### src/rtl/payload_writer.sv
// payload_writer: packs an ingress byte stream little-endian into
// eight 64-bit buffer words, pads or truncates, then holds for release.
module payload_writer #(
  parameter int          WORDS    = 8,
  parameter int          ADDR_W   = 3,
  parameter logic [7:0]  PAD_BYTE = 8'h00
) (
  input  logic              clk,
  input  logic              rst,
  input  logic              in_valid,
  input  logic [7:0]        in_data,
  input  logic              in_last,
  output logic              in_ready,
  output logic [ADDR_W-1:0] mem_addr,
  output logic              mem_wr_en,
  output logic [63:0]       mem_data,
  output logic              done,
  output logic [6:0]        byte_count,
  output logic              truncated,
  input  logic              i_release
);

  localparam int NBYTES = WORDS * 8;

  typedef enum logic [1:0] {
    COLLECT,
    PAD,
    DISCARD,
    HOLD
  } state_t;

  state_t r_state;
  state_t w_state_nx;

  logic [6:0]        r_idx;
  logic [63:0]       r_word;
  logic              r_ready;
  logic              r_wr_en;
  logic [ADDR_W-1:0] r_addr;
  logic [63:0]       r_data;
  logic              r_done;
  logic [6:0]        r_cnt;
  logic              r_trunc;

  logic [2:0]  w_lane;
  logic        w_accept;
  logic        w_full;
  logic        w_pad_end;
  logic [63:0] w_word_ins;
  logic [63:0] w_word_pad;

  assign w_lane    = r_idx[2:0];
  assign w_accept  = in_valid && r_ready;
  assign w_full    = (r_idx == 7'(NBYTES - 1));
  assign w_pad_end = (r_idx[6:3] == 4'(WORDS));

  // Word register with the incoming byte dropped into its lane
  always_comb begin
    w_word_ins = r_word;
    w_word_ins[{w_lane, 3'b000} +: 8] = in_data;
  end

  // Partial word with every unfilled lane forced to the pad value
  always_comb begin
    w_word_pad = '0;
    for (int k = 0; k < 8; k++) begin
      w_word_pad[k*8 +: 8] = (k < int'(w_lane)) ? r_word[k*8 +: 8]
                                                : PAD_BYTE;
    end
  end

  // State register
  always_ff @(posedge clk or posedge rst) begin
    if (rst) r_state <= COLLECT;
    else     r_state <= w_state_nx;
  end

  // Next-state decode; every in_last in COLLECT drains through PAD
  // so done always lands one cycle after the word-7 write
  always_comb begin
    w_state_nx = r_state;
    case (r_state)
      COLLECT: begin
        if (w_accept) begin
          if (in_last)     w_state_nx = PAD;
          else if (w_full) w_state_nx = DISCARD;
        end
      end
      PAD:     if (w_pad_end) w_state_nx = HOLD;
      DISCARD: if (w_accept && in_last) w_state_nx = HOLD;
      HOLD:    if (i_release) w_state_nx = COLLECT;
      default: w_state_nx = COLLECT;
    endcase
  end

  // Datapath: byte packing, buffer writes, status and handshake
  always_ff @(posedge clk or posedge rst) begin
    if (rst) begin
      r_idx   <= '0;
      r_word  <= '0;
      r_ready <= 1'b0;
      r_wr_en <= 1'b0;
      r_addr  <= '0;
      r_data  <= '0;
      r_done  <= 1'b0;
      r_cnt   <= '0;
      r_trunc <= 1'b0;
    end else begin
      r_ready <= (w_state_nx == COLLECT) || (w_state_nx == DISCARD);
      r_done  <= (w_state_nx == HOLD) && (r_state != HOLD);
      r_wr_en <= 1'b0;
      case (r_state)
        COLLECT: begin
          if (w_accept) begin
            r_idx <= r_idx + 7'd1;
            r_cnt <= r_cnt + 7'd1;
            if (w_lane == 3'd7) begin
              r_wr_en <= 1'b1;
              r_addr  <= r_idx[ADDR_W+2:3];
              r_data  <= w_word_ins;
              r_word  <= '0;
            end else begin
              r_word  <= w_word_ins;
            end
            if (w_full && !in_last) r_trunc <= 1'b1;
          end
        end
        PAD: begin
          if (!w_pad_end) begin
            r_wr_en <= 1'b1;
            r_addr  <= r_idx[ADDR_W+2:3];
            r_data  <= w_word_pad;
            r_word  <= '0;
            r_idx   <= {r_idx[6:3] + 4'd1, 3'b000};
          end
        end
        HOLD: begin
          if (i_release) begin
            r_idx   <= '0;
            r_word  <= '0;
            r_cnt   <= '0;
            r_trunc <= 1'b0;
          end
        end
        default: ;
      endcase
    end
  end

  assign in_ready   = r_ready;
  assign mem_wr_en  = r_wr_en;
  assign mem_addr   = r_addr;
  assign mem_data   = r_data;
  assign done       = r_done;
  assign byte_count = r_cnt;
  assign truncated  = r_trunc;

endmodule

### config.mk
export PLATFORM = sky130hd
export DESIGN_NAME = payload_writer
export DESIGN_NICKNAME = d
export VERILOG_FILES = /design/src/rtl/payload_writer.sv
export SDC_FILE = /design/constraint.sdc
export NUM_CORES = 1
export LEC_CHECK = 0
export BUFFER_PORTS_ARGS = -buffer_cell sky130_fd_sc_hd__clkbuf_2
export CORE_AREA = 4 4 120 122
export DETAILED_ROUTE_END_ITERATION = 10
export DIE_AREA = 0 0 124 126
export GPL_TIMING_DRIVEN = 0
export PLACE_DENSITY = 0.75
export SLEW_MARGIN = 15
export SYNTH_ARGS = -nofsm -noshare
export SYNTH_HDL_FRONTEND = slang
export SYNTH_SLANG_ARGS = --single-unit
### constraint.sdc
create_clock -name clk -period 5.3 [get_ports clk]
set_input_delay 1.325 -clock clk [delete_from_list [all_inputs] [get_ports clk]]
set_output_delay 1.325 -clock clk [all_outputs]
set_load 0.05 [all_outputs]
Word level (Yosys, flattened, before mapping)
Cells that the tools add are included.
{ "op_classes": {"n_addsub": 4, "magnitude_cmp": 7, "n_eq_ne": 14, "shift": 2, "n_mux": 42, "reduce_logical": 15} }
{ "ops": {"columns": ["operator", "count"], "rows": [
  ["2-to-1 mux 64 bit", 7],
  ["case mux 64 bit (3 select lines)", 1],
  ["case mux 64 bit (2 select lines)", 1],
  ["bitwise mux 64 bit", 1],
  ["variable shift 8 x 8 -> 64 bit, first input constant", 1],
  ["variable part select 8 x 8 -> 64 bit", 1],
  ["2-to-1 mux 8 bit", 7],
  ["2-to-1 mux 7 bit", 4],
  ["case mux 7 bit (3 select lines)", 1],
  ["adder 7 x 1 -> 7 bit, second input constant", 2],
  ["case mux 7 bit (2 select lines)", 1],
  ["2-to-1 mux 2 bit", 6],
  ["inequality test 2 bit, second input constant", 6],
  ["AND reduction 4 bit", 3],
  ["less-than comparator 3 bit, first input constant", 3],
  ["2-to-1 mux 3 bit", 3],
  ["== test 2 bit, second input constant", 4],
  ["negation 6 -> 8 bit", 1],
  ["case mux 2 bit (4 select lines)", 1],
  ["== test 7 x 6 -> 1 bit, second input constant", 1],
  ["less-than comparator 1 x 3 -> 1 bit, first input constant", 2],
  ["less-than comparator 2 x 3 -> 1 bit, first input constant", 2],
  ["2-to-1 mux 1 bit", 6],
  ["case mux 3 bit (2 select lines)", 1],
  ["12 further kinds", 18]
]} }
{ "word_totals": {"register_bits": 151, "in_bits": 13, "output_inout_bits": 78, "wordCells": 94} }

Longest topological paths before layout
Gate-level depths: netlist of run 1.
{ "depth": {"ltp_word": 7, "depth_mapped": 10} }

Worst setup path after synthesis of run 1
No wires, ideal clock.
{ "synth_timing": {"path_type": "input to register", "startpoint": "input in_valid", "endpoint": "register r_data[10] (netlist: mem_data[10])", "arrival_time_ns": 2.390, "path_slack_ns": 2.785, "cell_stages": 7, "n_path_buf": 2, "cell_sequence": "and4bb_2 -> a22oi_4 -> inv_1 -> buf_2 -> buf_2 -> nor2_1 -> nor2_1"} }
{ "synth_between": {"elab_chain_cells": 3} }
{ "synth_lines": {"columns": ["item", "line_no", "source"], "rows": [
  ["start: declaration", "10", "input logic in_valid,"],
  ["logical AND 1 bit", "53", "assign w_accept = in_valid && r_ready;"],
  ["inequality test 2 bit (no line)", null, null],
  ["AND reduction 4 bit (no line)", null, null],
  ["end signal: assignment", "120", "r_data <= w_word_ins;"],
  ["end signal: assignment", "132", "r_data <= w_word_pad;"],
  ["end: declaration", "40", "logic [63:0] r_data;"]
]} }
No other way between the ends.
A chain may end at the register's enable or synchronous reset.

Final worst setup path of run 1
{ "layout_timing": {"startpoint": "register r_idx[2]", "endpoint": "register r_data[31] (netlist: mem_data[31])"} }
{ "layout_between": {"elab_chain_cells": 6, "word_cells_on_any_way": 13} }
{ "layout_lines": {"columns": ["item", "line_no", "source"], "rows": [
  ["start: declaration", "35", "logic [6:0] r_idx;"],
  ["start signal: assignment", "115", "r_idx <= r_idx + 7'd1;"],
  ["start signal: assignment", "134", "r_idx <= {r_idx[6:3] + 4'd1, 3'b000};"],
  ["negation 6 -> 8 bit", "60", "w_word_ins[{w_lane, 3'b000} +: 8] = in_data;"],
  ["variable part select 8 x 8 -> 64 bit or variable shift 8 x 8 -> 64 bit (tied branches)", "60", null],
  ["bitwise mux 64 bit", "60", null],
  ["2-to-1 mux 64 bit", "117", "if (w_lane == 3'd7) begin"],
  ["2-to-1 mux 64 bit", "114", "if (w_accept) begin"],
  ["case mux 64 bit (2 select lines)", "112", "case (r_state)"]
]} }
Several ways; a longest one is shown, not always the timed one. The select of a mux whose other input is x is not followed.

==> qor.csv, run 1 <==
metric,value,unit
status,"complete, no violations",
initial cell density of the core,52.0,%
RR Endpoint,mem_data[31],
"critical path, cell by cell","clkbuf_1, inv_1, ha_1, buf_2, or4bb_1, nor2_1, a221oi_1, nor2_1",
initial detailed-routing violation count,706,
count of state elements after synthesis,151,
"Slowest-stage cell, CP",or4bb_1,
Routed WL per cell,19.9,um
pwr/cell area,664,mW/mm^2
f_max,333,MHz
htree depth,4,
Post-Layout Cell Count,947,
Crit path max-delay family,simple AND/OR/NAND/NOR gates,
Final WS setup,2.29,ns
PnR Total Power,5.47,mW
Final min period,3.01,ns
core area,0.0132,mm^2
Via-to-Cell Ratio,6.12,
switching pwr,2.57,mW
"commonest non-fill, non-tap cell in the layout",dfrtp_1,
origin of the critical flop-to-flop path,r_idx[2],
register area share after synthesis,55.1,%
Clk pwr share,22.1,%
Reg2Reg Depth,8,
kind of critical path,reg2reg,
R2R setup slack,2.29,ns
unrepaired setup endpoints after global routing,false,
Post-Syn Nets,666,
sequential fraction of design power,29.4,%
# hold bufs at CTS,0,
max cap viols,0,
worst path required time,5.65,ns
DIE WIDTH,124,um
worst vdd ir,0.000429,V
Setup WS pre-CTS,2.30,ns
ys flop type,dfrtp_1,
worst clock skew,0.00783,ns
die area,0.0156,mm^2
Worst Path Buf+Inv,3,
router iterations before antenna repair,6,
"top cells by area, synth","dfrtp_1, a22o_1, nor2_1",
YS warnings,0,
Port Buffers,90,
Clock Pin Slew Worst Setup and Hold Paths,0.06,ns
period utilisation layout,56.7,%
cell-internal power,2.90,mW
"Top cell by count, worst path",nor2_1,
clock root buffer,clkbuf_16,
Area Growth Syn to Fin,20.1,%
Vias,5798,
Setup crit start kind,flip-flop,
Net Sw Frac,47.0,%
Final setup viols,0,
Slew @ Worst Pin,0.828,ns
CP arrival,3.35,ns
Placer Congestion,0.885,
Routed WL,18.8,mm
dpl cells,916,
hold depth,2,
layout cell share with drive strength beyond 1,21.5,%
TNS Setup,0,ns
Relative slew margins,43.3,%
Synth Area per Inst,10.6,um^2
mapped cell area,0.00686,mm^2
dpl hpwl,13.2,mm
share of Yosys cell area claimed by the top area cell type,55.1,%
logic gate share of total power,48.5,%
Post-synth EDFFs,0,
total track usage,25.0,%
async set-reset flop share out of synthesis,100,%
CTS tree,done,
initial antenna violation count,0,
largest net degree at the start of global routing,37,
final net count,780,
hold path start,mem_data[60],
number of post-CTS setup repair buffers,0,
post-detailed-route count of antenna-violating nets,0,
# rows,42,
Ports,91,
number of global-route vias before repair,5694,
Cell variety after synth,59,
storage element area,0.00378,mm^2
fin area,0.00824,mm^2
Static Leak,3.93,nW
GRT overflow,0,
worst skew pair latency,0.42,ns
overall die height,126,um
Multi-input gate area,0.00279,mm^2
endpoint class of the critical path,flip-flop,
first-pass GRT wire length,30.0,mm
crit-path max FO,10,
DRC,0,
Slew Limit Fails,0,
worst min path class,reg2reg,
count of final hold-check violations,0,
Filler cells,1158,
post-CTS sizing,0,
ant diodes,0,
Post-Syn Instances,645,
clock sink total,151,
CP peak stage delay,0.54,ns
hold worst-path end,mem_data[60],
"commonest non-fill, non-tap cells in the layout","dfrtp_1, nor2_1, clkbuf_2, a22o_1, nand2_1",
clock tree buffer depth,2,
cell accounting for the most synthesized area,dfrtp_1,
CTS buffer count,17,
DP Area,0.00765,mm^2
==> area by class of cell <==
| cell class | count | share of cell area [%] |
|---|---|---|
| plain buffers | 50 | 3.04 |
| clock buffers | 23 | 5.68 |
| multi-input cells | 434 | 33.9 |
| clock inverters | 8 | 1.49 |
| repair buffers | 95 | 6.86 |
| inverters | 10 | 0.501 |
| flip-flops and latches | 151 | 45.9 |
| well taps | 176 | 2.67 |
==> Yosys cell counts, types with 2 or more instances <==
| cell type | count |
|---|---|
| xnor2_1 | 3 |
| xor2_1 | 2 |
| buf_4 | 4 |
| clkbuf_1 | 22 |
| a32o_1 | 2 |
| o21a_1 | 2 |
| a21o_1 | 10 |
| nor3_1 | 4 |
| a21oi_1 | 37 |
| nor4_2 | 2 |
| nand2b_1 | 3 |
| a31oi_1 | 4 |
| nand4_1 | 2 |
| buf_2 | 20 |
| dfrtp_1 | 151 |
| o32a_1 | 8 |
| mux2i_1 | 14 |
| a221oi_1 | 28 |
| nand2_1 | 39 |
| o21ai_2 | 6 |
| nor2b_1 | 5 |
| inv_1 | 9 |
| o21ai_0 | 20 |
| o211ai_1 | 4 |
| buf_6 | 3 |
| nor4_1 | 4 |
| nand3_1 | 23 |
| nor4bb_1 | 2 |
| ha_1 | 8 |
| or4_1 | 2 |
| a22o_1 | 63 |
| and3_1 | 16 |
| a32oi_1 | 2 |
| nor2_1 | 96 |
==> metrics by stage <==
step	util (%)	hold slack, ns
after floorplan	-	0.465
after global placement	57.1	0.475
final	62.5	0.477
after CTS	62.5	0.486
after global routing	62.5	0.510
after detailed placement	58.0	0.473
==> metal layers <==
| metal | part of all wire (%) | vias to the layer above | GRT usage, % |
|---|---|---|---|
| met5 | 0 | - | 0 |
| met4 | 3.5 | 0 | 11.4 |
| met3 | 7.7 | 58 | 5.16 |
| met2 | 47 | 295 | 38.7 |
| met1 | 42 | 2841 | 33.7 |
| li1 | - | 2604 | - |
==> logic make-up after synthesis <==
family / count (synthesis) / share of synthesized area (%)
xor+xnor: 5 / 0.639
fa+ha+maj: 8 / 1.46
flops: 151 / 55.1
compound gates: 194 / 21.5
simple gates: 213 / 15.0
buf+inv: 60 / 4.20
mux: 14 / 2.04
==> flip-flops by register name, summed over array words and instances (netlist names) <==
signal and cells:
mem_data 64, r_word 64, byte_count 7, r_idx 7, mem_addr 3, r_state 2, done 1, in_ready 1
mem_wr_en 1, truncated 1
==> worst max-delay path by stage <==
stage / cells past startpoint / slack [ns] / endpoint / start
2_1_floorplan: 1 / 2.07 / byte_count[0] / rst
3_3_place_gp: 2 / 1.31 / mem_data[36] / rst
3_5_place_dp: 7 / 2.30 / mem_data[38] / in_valid
4_1_cts: 8 / 2.35 / mem_data[28] / r_idx[2]
5_1_grt: 8 / 2.15 / mem_data[29] / r_idx[2]
6_report: 8 / 2.29 / mem_data[31] / r_idx[2]
==> worst min-delay path: stages (launching register included) <==
cell	delay [ns]
dfrtp_1	0.34
nand2_1	0.05
o21ai_0	0.06
==> power by group through the flow <==
stage / clock network [mW] / logic [mW] / registers, mW
after detailed placement: 0 / 2.63 / 1.63
after global routing: 1.28 / 2.86 / 1.64
after global placement: 0 / 2.56 / 1.61
after floorplan: 0 / 1.20 / 2.38
final: 1.21 / 2.65 / 1.61
after CTS: 1.22 / 2.64 / 1.61
(Power assumes the default switching activity.)
==> run 2, diff against run 1 <==
==> constraint.sdc (replaced) <==
create_clock -name clk -period 2.4 [get_ports clk]
set_input_delay 0.6 -clock clk [delete_from_list [all_inputs] [get_ports clk]]
set_output_delay 0.6 -clock clk [all_outputs]
set_load 0.05 [all_outputs]
==> qor.csv, run 2 (synthesized netlist as in run 1, its figures left out) <==
metric,value,unit,change
Area Growth Syn to Fin,23.6,%,was 20.1%
status,"complete, no violations",,unchanged
worst min path class,in2async,,was reg2reg
Final WS setup,0.0445,ns,was 2.29 ns
layout cell share with drive strength beyond 1,26.0,%,was 21.5%
worst vdd ir,0.000953,V,was 0.000429 V
endpoint class of the critical path,flip-flop,,unchanged
number of global-route vias before repair,5739,,was 5694
# hold bufs at CTS,0,,unchanged
total track usage,25.2,%,was 25.0%
Fin Hold WS,0.180,ns,was 0.477 ns
first-pass GRT wire length,30.3,mm,was 30.0 mm
Slew @ Worst Pin,0.865,ns,was 0.828 ns
Ports,91,,unchanged
htree depth,4,,unchanged
router iterations before antenna repair,7,,was 6
Slew Limit Fails,0,,unchanged
unrepaired setup endpoints after global routing,true,,was false
initial antenna violation count,0,,unchanged
Relative slew margins,41.5,%,was 43.3%
post-route core utilization,64.3,%,was 62.5%
core area,0.0132,mm^2,unchanged
clock sink total,151,,unchanged
CP arrival,2.66,ns,was 3.35 ns
Via-to-Cell Ratio,6.15,,was 6.12
initial cell density of the core,52.0,%,unchanged
CTS tree,done,,unchanged
Setup WS pre-CTS,-0.494,ns,was 2.30 ns
DRC,0,,unchanged
clock root buffer,clkbuf_16,,unchanged
Routed WL,19.2,mm,was 18.8 mm
Final setup viols,0,,unchanged
dpl hpwl,13.2,mm,unchanged
Port Buffers,90,,unchanged
period utilisation layout,98.1,%,was 56.7%
clock tree buffer depth,2,,unchanged
"commonest non-fill, non-tap cells in the layout","dfrtp_1, clkbuf_2, nor2_1, a22o_1, nand2_1",,"was dfrtp_1, nor2_1, clkbuf_2, a22o_1, nand2_1"
GRT overflow,0,,unchanged
worst skew pair latency,0.42,ns,about the same
Setup crit start kind,flip-flop,,unchanged
kind of critical path,reg2reg,,unchanged
"commonest non-fill, non-tap cell in the layout",dfrtp_1,,unchanged
crit-path max FO,10,,unchanged
Filler cells,1115,,was 1158
initial detailed-routing violation count,523,,was 706
Routed WL per cell,20.2,um,was 19.9 um
die area,0.0156,mm^2,unchanged
pwr/cell area,1460,mW/mm^2,was 664 mW/mm^2
Vias,5864,,was 5798
count of final hold-check violations,0,,unchanged
Clock Pin Slew Worst Setup and Hold Paths,0.06,ns,about the same
overall die height,126,um,unchanged
DP Area,0.00765,mm^2,unchanged
final net count,786,,was 780
Final min period,2.36,ns,was 3.01 ns
Static Leak,4.03,nW,was 3.93 nW
# rows,42,,unchanged
post-detailed-route count of antenna-violating nets,0,,unchanged
Placer Congestion,0.885,,unchanged
largest net degree at the start of global routing,37,,unchanged
f_max,425,MHz,was 333 MHz
DIE WIDTH,124,um,unchanged
PnR Total Power,12.4,mW,was 5.47 mW
worst clock skew,0.00660,ns,was 0.00783 ns
fin area,0.00848,mm^2,was 0.00824 mm^2
max cap viols,0,,unchanged
CTS buffer count,17,,unchanged
ant diodes,0,,unchanged
worst path required time,2.71,ns,was 5.65 ns
## run 2: changes by cell type in the layout (fill, tap and decap cells not counted), moves of 3 or more
| cell | delta |
|---|---|
| clkbuf_2 | +3 |
| nor4_4 | +3 |
| buf_2 | -3 |
| buf_4 | +12 |
| clkbuf_1 | -9 |
| nor2_1 | -4 |
## run 2: layout make-up
| cell class | count | area (um^2) | area share (%) |
|---|---|---|---|
| well taps | 176 | 220 | 2.60 |
| multi-input cells | 434 | 2930 | 34.6 |
| clock buffers | 23 | 468 | 5.52 |
| repair buffers | 105 | 641 | 7.56 |
| plain buffers | 46 | 265 | 3.13 |
| clock inverters | 8 | 123 | 1.45 |
| inverters | 10 | 47.5 | 0.561 |
| flip-flops and latches | 151 | 3780 | 44.6 |
## run 2: what timing repair did
item                                    4_1_cts  5_1_grt
gates cloned                                  0        1
hold endpoints to repair                      0        0
pin swaps                                     2        5
endpoints found under the setup margin      127      106
gates resized for setup                      22       26
setup buffers                                 2        7
## run 2: metrics by stage
stage / setup TNS (ns) / instances
2_1_floorplan: -15.55 / 645
3_3_place_gp: -154.75 / 911
3_5_place_dp: -34.09 / 916
4_1_cts: 0 / 948
5_1_grt: -0.504 / 953
6_report: 0 / 953
## run 2: worst max-delay path, stage by stage (launching register included)
cell	delay, ns
dfrtp_1	0.39
buf_8	0.15
clkinvlp_4	0.17
ha_4	0.22
or2_1	0.22
buf_6	0.15
nor4b_4	0.34
buf_4	0.21
nor2_1	0.05
o32a_1	0.34
## run 2: path summary, 6_finish.rpt
check / to / depth (start not counted) / slack (ns) / start
max: mem_data[54] / 9 / 0.04 / r_idx[2]
min: mem_data[1] / 2 / 0.18 / rst
max reg2reg: mem_data[54] / 9 / 0.04 / r_idx[2]
min reg2reg: mem_data[60] / 2 / 0.48 / mem_data[60]
max in group asynchronous: mem_data[53] / 6 / 1.13 / rst
min in group clk: r_state[1] / 2 / 0.40 / in_last
## run 2: per-layer routing
| metal | part of all wire, % | track usage, % | vias to the layer above |
|---|---|---|---|
| met4 | 3.3 | 11.6 | 0 |
| met2 | 48 | 39.4 | 312 |
| met5 | 0 | 0 | - |
| met3 | 7.6 | 5.38 | 57 |
| met1 | 41 | 33.7 | 2880 |
| li1 | - | - | 2615 |
## run 2: where the power goes
group	leakage, nW	internal (mW)	switching [mW]
combinational	1.74	1.70	4.43
clock	0.291	1.68	0.987
sequential	2.00	3.17	0.388
total	4.03	6.55	5.81
